[config.mk]
export PLATFORM = sky130hd
export DESIGN_NAME = program_sequencer_flat
export DESIGN_NICKNAME = d
export VERILOG_FILES = /design/src/rtl/program_sequencer_pkg.sv /design/src/rtl/program_sequencer_if.sv /design/src/rtl/program_sequencer_return_stack.sv /design/src/rtl/program_sequencer.sv /design/src/flat_wrapper.sv
export SDC_FILE = /design/constraint.sdc
export NUM_CORES = 1
export LEC_CHECK = 0
export CAP_MARGIN = 5
export CORE_MARGIN = 2
export CORE_UTILIZATION = 49
export CTS_CLUSTER_SIZE = 12
export DETAILED_ROUTE_END_ITERATION = 8
export PLACE_DENSITY = 0.75
export SKIP_LAST_GASP = 1
export SLEW_MARGIN = 20
export SYNTH_ARGS = -nofsm -noshare
export SYNTH_HDL_FRONTEND = slang
export SYNTH_SLANG_ARGS = --single-unit
export TNS_END_PERCENT = 1
[constraint.sdc]
create_clock -name clk -period 1.8 [get_ports clk]
set_input_delay 0.27 -clock clk [delete_from_list [all_inputs] [get_ports clk]]
set_output_delay 0.27 -clock clk [all_outputs]
set_load 0.005 [all_outputs]
[src/rtl/program_sequencer_pkg.sv]
// program_sequencer_pkg: shared op encodings, sequencer state type and clog2 helper
package program_sequencer_pkg;
  localparam logic [2:0] OP_NEXT   = 3'b000;
  localparam logic [2:0] OP_JUMP   = 3'b001;
  localparam logic [2:0] OP_BRANCH = 3'b010;
  localparam logic [2:0] OP_CALL   = 3'b011;
  localparam logic [2:0] OP_RET    = 3'b100;
  localparam logic [2:0] OP_HALT   = 3'b101;
  localparam logic [2:0] OP_SKIP   = 3'b110;
  localparam logic [2:0] OP_HOLD   = 3'b111;
  typedef enum logic {ST_RUN, ST_HALT} state_t;
  function automatic int clog2(input int n);
    int r;
    r = 0;
    while ((1 << r) < n) r++;
    return r;
  endfunction
endpackage

[src/rtl/program_sequencer_if.sv]
// program_sequencer_if: decoder-to-sequencer control and address/status bundle
interface program_sequencer_if
  import program_sequencer_pkg::*;
#(
  parameter int ADDR_WIDTH  = 4,
  parameter int STACK_DEPTH = 4
);
  logic                                 en;
  logic [2:0]                           op;
  logic                                 cond;
  logic [ADDR_WIDTH-1:0]                target;
  logic [ADDR_WIDTH-1:0]                addr;
  logic [clog2(STACK_DEPTH+1)-1:0]      sp;
  logic                                 halted;
  logic                                 stk_ovf;
  logic                                 stk_unf;
  modport master (output en, op, cond, target, input addr, sp, halted, stk_ovf, stk_unf);
  modport slave  (input en, op, cond, target, output addr, sp, halted, stk_ovf, stk_unf);
endinterface

[src/rtl/program_sequencer_return_stack.sv]
// return_stack: parametrised LIFO of return addresses; push writes entry[count], pop reads entry[count-1]
module return_stack
  import program_sequencer_pkg::*;
#(
  parameter int WIDTH = 4,
  parameter int DEPTH = 4,
  localparam int CW = clog2(DEPTH + 1),
  localparam int IW = DEPTH > 1 ? clog2(DEPTH) : 1
) (
  input  logic             clk,
  input  logic             rst_n,
  input  logic             push,
  input  logic             pop,
  input  logic [WIDTH-1:0] din,
  output logic [WIDTH-1:0] dout,
  output logic             full,
  output logic             empty,
  output logic [CW-1:0]    count
);
  logic [WIDTH-1:0] mem [DEPTH];
  logic wr, rd;
  always_comb begin
    full  = count == CW'(DEPTH);
    empty = count == '0;
    wr    = push && !full;
    rd    = pop && !empty;
    dout  = mem[IW'(count - CW'(1))];
  end
  always_ff @(posedge clk)
    if (wr) mem[IW'(count)] <= din;
  always_ff @(posedge clk or negedge rst_n)
    if (!rst_n) count <= '0;
    else if (wr) count <= count + CW'(1);
    else if (rd) count <= count - CW'(1);
endmodule

[src/rtl/program_sequencer.sv]
// program_sequencer: registered instruction address with jump/branch/skip, call/return stack, halt and enable gating
module program_sequencer
  import program_sequencer_pkg::*;
#(
  parameter int                    ADDR_WIDTH   = 4,
  parameter int                    STACK_DEPTH  = 4,
  parameter logic [ADDR_WIDTH-1:0] RESET_VECTOR = '0
) (
  input logic                clk,
  input logic                rst_n,
  program_sequencer_if.slave bus
);
  localparam int SW = clog2(STACK_DEPTH + 1);
  state_t state, state_n;
  logic act, push, pop, full, empty, ovf, unf;
  logic [ADDR_WIDTH-1:0] addr, addr_n, inc, top;
  logic [SW-1:0] sp;
  return_stack #(.WIDTH(ADDR_WIDTH), .DEPTH(STACK_DEPTH)) u_stack (
    .clk, .rst_n, .push, .pop, .din(inc), .dout(top), .full, .empty, .count(sp)
  );
  always_comb begin
    act     = bus.en && state == ST_RUN;
    inc     = addr + ADDR_WIDTH'(1);
    push    = act && bus.op == OP_CALL && !full;
    pop     = act && bus.op == OP_RET && !empty;
    state_n = act && bus.op == OP_HALT ? ST_HALT : state;
    addr_n  = !act                                   ? addr :
              bus.op == OP_JUMP                      ? bus.target :
              bus.op == OP_BRANCH                    ? (bus.cond ? bus.target : inc) :
              bus.op == OP_CALL                      ? (full ? inc : bus.target) :
              bus.op == OP_RET                       ? (empty ? inc : top) :
              bus.op == OP_SKIP                      ? (bus.cond ? addr + ADDR_WIDTH'(2) : inc) :
              bus.op == OP_HALT || bus.op == OP_HOLD ? addr : inc;
  end
  always_ff @(posedge clk or negedge rst_n)
    if (!rst_n) begin
      state <= ST_RUN;
      addr  <= RESET_VECTOR;
      ovf   <= 1'b0;
      unf   <= 1'b0;
    end else begin
      state <= state_n;
      addr  <= addr_n;
      ovf   <= ovf | (act && bus.op == OP_CALL && full);
      unf   <= unf | (act && bus.op == OP_RET && empty);
    end
  assign bus.addr    = addr;
  assign bus.sp      = sp;
  assign bus.halted  = state == ST_HALT;
  assign bus.stk_ovf = ovf;
  assign bus.stk_unf = unf;
endmodule

[src/flat_wrapper.sv]
// flat-port wrapper written by rule: the top's interface ports become plain ports
module program_sequencer_flat import program_sequencer_pkg::*;
#(
  parameter int                    ADDR_WIDTH   = 4,
  parameter int                    STACK_DEPTH  = 4,
  parameter logic [ADDR_WIDTH-1:0] RESET_VECTOR = '0
)
  (clk, rst_n, bus_en, bus_op, bus_cond, bus_target, bus_addr, bus_sp, bus_halted, bus_stk_ovf, bus_stk_unf);
  program_sequencer_if #(.ADDR_WIDTH(ADDR_WIDTH), .STACK_DEPTH(STACK_DEPTH)) bus_i ();
  input logic clk;
  input logic rst_n;
  input wire logic [$bits(bus_i.en)-1:0] bus_en;
  input wire logic [$bits(bus_i.op)-1:0] bus_op;
  input wire logic [$bits(bus_i.cond)-1:0] bus_cond;
  input wire logic [$bits(bus_i.target)-1:0] bus_target;
  output wire logic [$bits(bus_i.addr)-1:0] bus_addr;
  output wire logic [$bits(bus_i.sp)-1:0] bus_sp;
  output wire logic [$bits(bus_i.halted)-1:0] bus_halted;
  output wire logic [$bits(bus_i.stk_ovf)-1:0] bus_stk_ovf;
  output wire logic [$bits(bus_i.stk_unf)-1:0] bus_stk_unf;
  assign bus_i.en = bus_en;
  assign bus_i.op = bus_op;
  assign bus_i.cond = bus_cond;
  assign bus_i.target = bus_target;
  assign bus_addr = bus_i.addr;
  assign bus_sp = bus_i.sp;
  assign bus_halted = bus_i.halted;
  assign bus_stk_ovf = bus_i.stk_ovf;
  assign bus_stk_unf = bus_i.stk_unf;
  program_sequencer #(.ADDR_WIDTH(ADDR_WIDTH), .STACK_DEPTH(STACK_DEPTH), .RESET_VECTOR(RESET_VECTOR)) u_core (.clk(clk), .rst_n(rst_n), .bus(bus_i));
endmodule
==> impl_metrics.tcl <==
set metrics [dict create \
    status "finished, final reports clean" \
    grt.overflow.total 0 \
    ys_ff_latch 26 \
    fin_crit_ns 1.78 \
    crit_path_end_kind "register" \
    fin_nets 209 \
    hpwl_um 2840 \
    h-tree-depth 1 \
    power.total_mw 2.71 \
    place_inst 229 \
    crit_slowest_cell "dfrtp_1" \
    cts_made_buffers 3 \
    grt_usage_pct 22.8 \
    setup_violations 0 \
    cts_buffer_depth 2 \
    synthTopCellsByArea "edfxtp_1 31%, dfrtp_1 16%, mux4_2 5.7%" \
    path_class "register to register" \
    via_count 1367 \
    drv_slew 0 \
    arrival_ns 2.00 \
    clkTransAtPathRegs_ns 0.15 \
    grt_start_max_net_pins 16 \
    synth-seq-area-share_pct 46.4 \
    fin_util_pct 69.3 \
    drcViolationCount 0 \
    clk_latency_ns 0.33 \
    syn_inst 145 \
    ys_types 43 \
    tightest_slew_ns 0.503 \
    cap_violations 0 \
    portBuffers 20 \
    antenna_found_initial 0 \
    stdcell_count 234 \
    tns_ns 0 \
    crit_chain "ha_1 -> xor2_2 -> buf_4 -> buf_4 -> nand2_1 -> nand2_1 -> a2111oi_4 -> a211oi_1" \
    crit_fanout 5 \
    slowest_delay_ns 0.46 \
    async_reset_ff_share_pct 38.5 \
    clock_skew_ns 0.0120 \
    avgSynthCellArea_um2 10.9 \
    gp_congestion 0.937 \
    grt_first_pass_wirelength_um 6170 \
    start_kind "register" \
    wire_per_inst_um 16.0 \
    pin_count 21 \
    synth_area_mm2 0.00158 \
    drive_gt1_share_pct 26.3 \
    viasPerCell 5.84 \
    syn-num-nets 163 \
    drtIter0Drc 104 \
    initial_core_util_pct 51.6 \
    fp.dieArea_mm2 0.00368 \
    cpLargestDelayFamily "flip-flops" \
    coreArea_mm2 0.00305 \
    fp.dieW_um 60.7 \
    yosysWarnings 0 \
    peakVddDrop_mv 0.659 \
    firstDrtPassIters 4 \
    grt_pass1_vias 1310 \
    relSlewSlack_pct 66.4 \
    max_freq_mhz 561 \
    rsz0062_at_grt "yes" \
    syn_to_final_growth_pct 34.4 \
    power_density_mw_per_mm2 1280 \
    final_area_mm2 0.00212 \
    synth-edff-count 16 \
    whs_ns 0.250 \
    diodes 0 \
    yosysTopAreaCellShare_pct 30.5 \
    hp-class "primary input to async pin" \
    hold_violations 0 \
    die_h_um 60.7 \
    wl_um 3740 \
    final.period_utilization_pct 99.0 \
    synth_top_area_cell "edfxtp_1" \
    place_area_mm2 0.00201 \
    clock-sinks 26 \
    p_leak_nw 0.817 \
    drtAntennaViolNets 0 \
    timing.final.ws_setup_ns 0.0185 \
    clock-root-buffer "clkbuf_4" \
    tritoncts "done" \
    crit_required_ns 2.02 \
    ys.flop_type "edfxtp_1" \
    num_rows 20 \
    place_ws_ns -0.116 \
    path_buf_inv 2 \
]
==> flip-flops by register name (all words and copies together) (netlist names) <==
name	flops
u_core.bus.halted	1
u_core.u_stack.count	3
u_core.bus.addr	4
u_core.bus.stk_ovf	1
u_core.bus.stk_unf	1
u_core.u_stack.mem	16
==> cell usage in the layout, fill, tap and decap left out, types with 3 or more instances in the layout <==
master,count
clkdlybuf4s50_1,20
nand3_1,3
clkbuf_4,3
dfrtp_1,10
nor2b_1,8
a21oi_1,11
inv_1,5
buf_4,29
a31oi_1,3
and2_1,3
mux4_2,4
nand2_1,12
edfxtp_1,16
a211oi_1,3
nand2b_1,4
o21ai_0,6
nor2_1,5
ha_1,6
==> power breakdown <==
part           total (mW)  internal [mW]  switching, mW
Sequential          0.923          0.807          0.117
Combinational        1.38          0.732          0.647
Clock               0.406          0.225          0.180
Total                2.71           1.76          0.944
==> per-layer routing <==
metal | up-vias | GRT usage (%) | part of all wire (%)
met5 | - | 0 | 0
met4 | 0 | 7.14 | 0.72
met3 | 4 | 1.92 | 4.8
met2 | 45 | 36.1 | 48
met1 | 684 | 33.6 | 47
li1 | 634 | - | -
==> layout make-up <==
class,instances,area [um2]
repair buffers,49,418
flip-flops and latches,26,731
well taps,44,55.1
multi-input cells,105,838
inverters,6,22.5
clock buffers,3,22.5
clock inverters,1,30.0
fillers,253,936
==> path summary, 6_finish.rpt <==
path                                    start                      end  slack [ns]  cells past startpoint
setup / recovery           u_core.bus.addr[1]       u_core.bus.addr[2]        0.02                      8
max in group asynchronous               rst_n  u_core.u_stack.count[1]        1.20                      1
hold / removal                          rst_n       u_core.bus.addr[1]        0.25                      1
hold reg to reg            u_core.bus.stk_unf       u_core.bus.stk_unf        0.49                      1
setup reg to reg           u_core.bus.addr[1]       u_core.bus.addr[2]        0.02                      8
min in group clk           u_core.bus.stk_unf       u_core.bus.stk_unf        0.49                      1
==> cell usage after synthesis, types with 4 or more instances <==
master / instances
edfxtp_1: 16
nand2_1: 12
a21oi_1: 11
dfrtp_1: 10
nor2b_1: 8
ha_1: 7
o21ai_0: 7
inv_1: 6
a31oi_1: 5
buf_2: 5
nor2_1: 5
mux4_2: 4
nand2b_1: 4
==> timing repair <==
action,in CTS,in global routing
endpoints found under the setup margin,0,3
hold buffers,0,0
setup buffers,0,1
resized for setup,0,7
==> cells by family (layout without fill, tap and decap cells) <==
kind of cell             Yosys count  count (layout)  share of synthesized area, %
adder cells (fa/ha/maj)            7               7                          5.56
multiplexers                       5               5                          6.43
AO/OA/AOI/OAI                     42              42                          18.0
AND/OR/NAND/NOR                   46              46                          16.7
flip-flops                        26              26                          46.4
buffers and inverters             14              59                          4.21
XOR/XNOR                           5               5                          2.78
(Power assumes the default switching activity.)
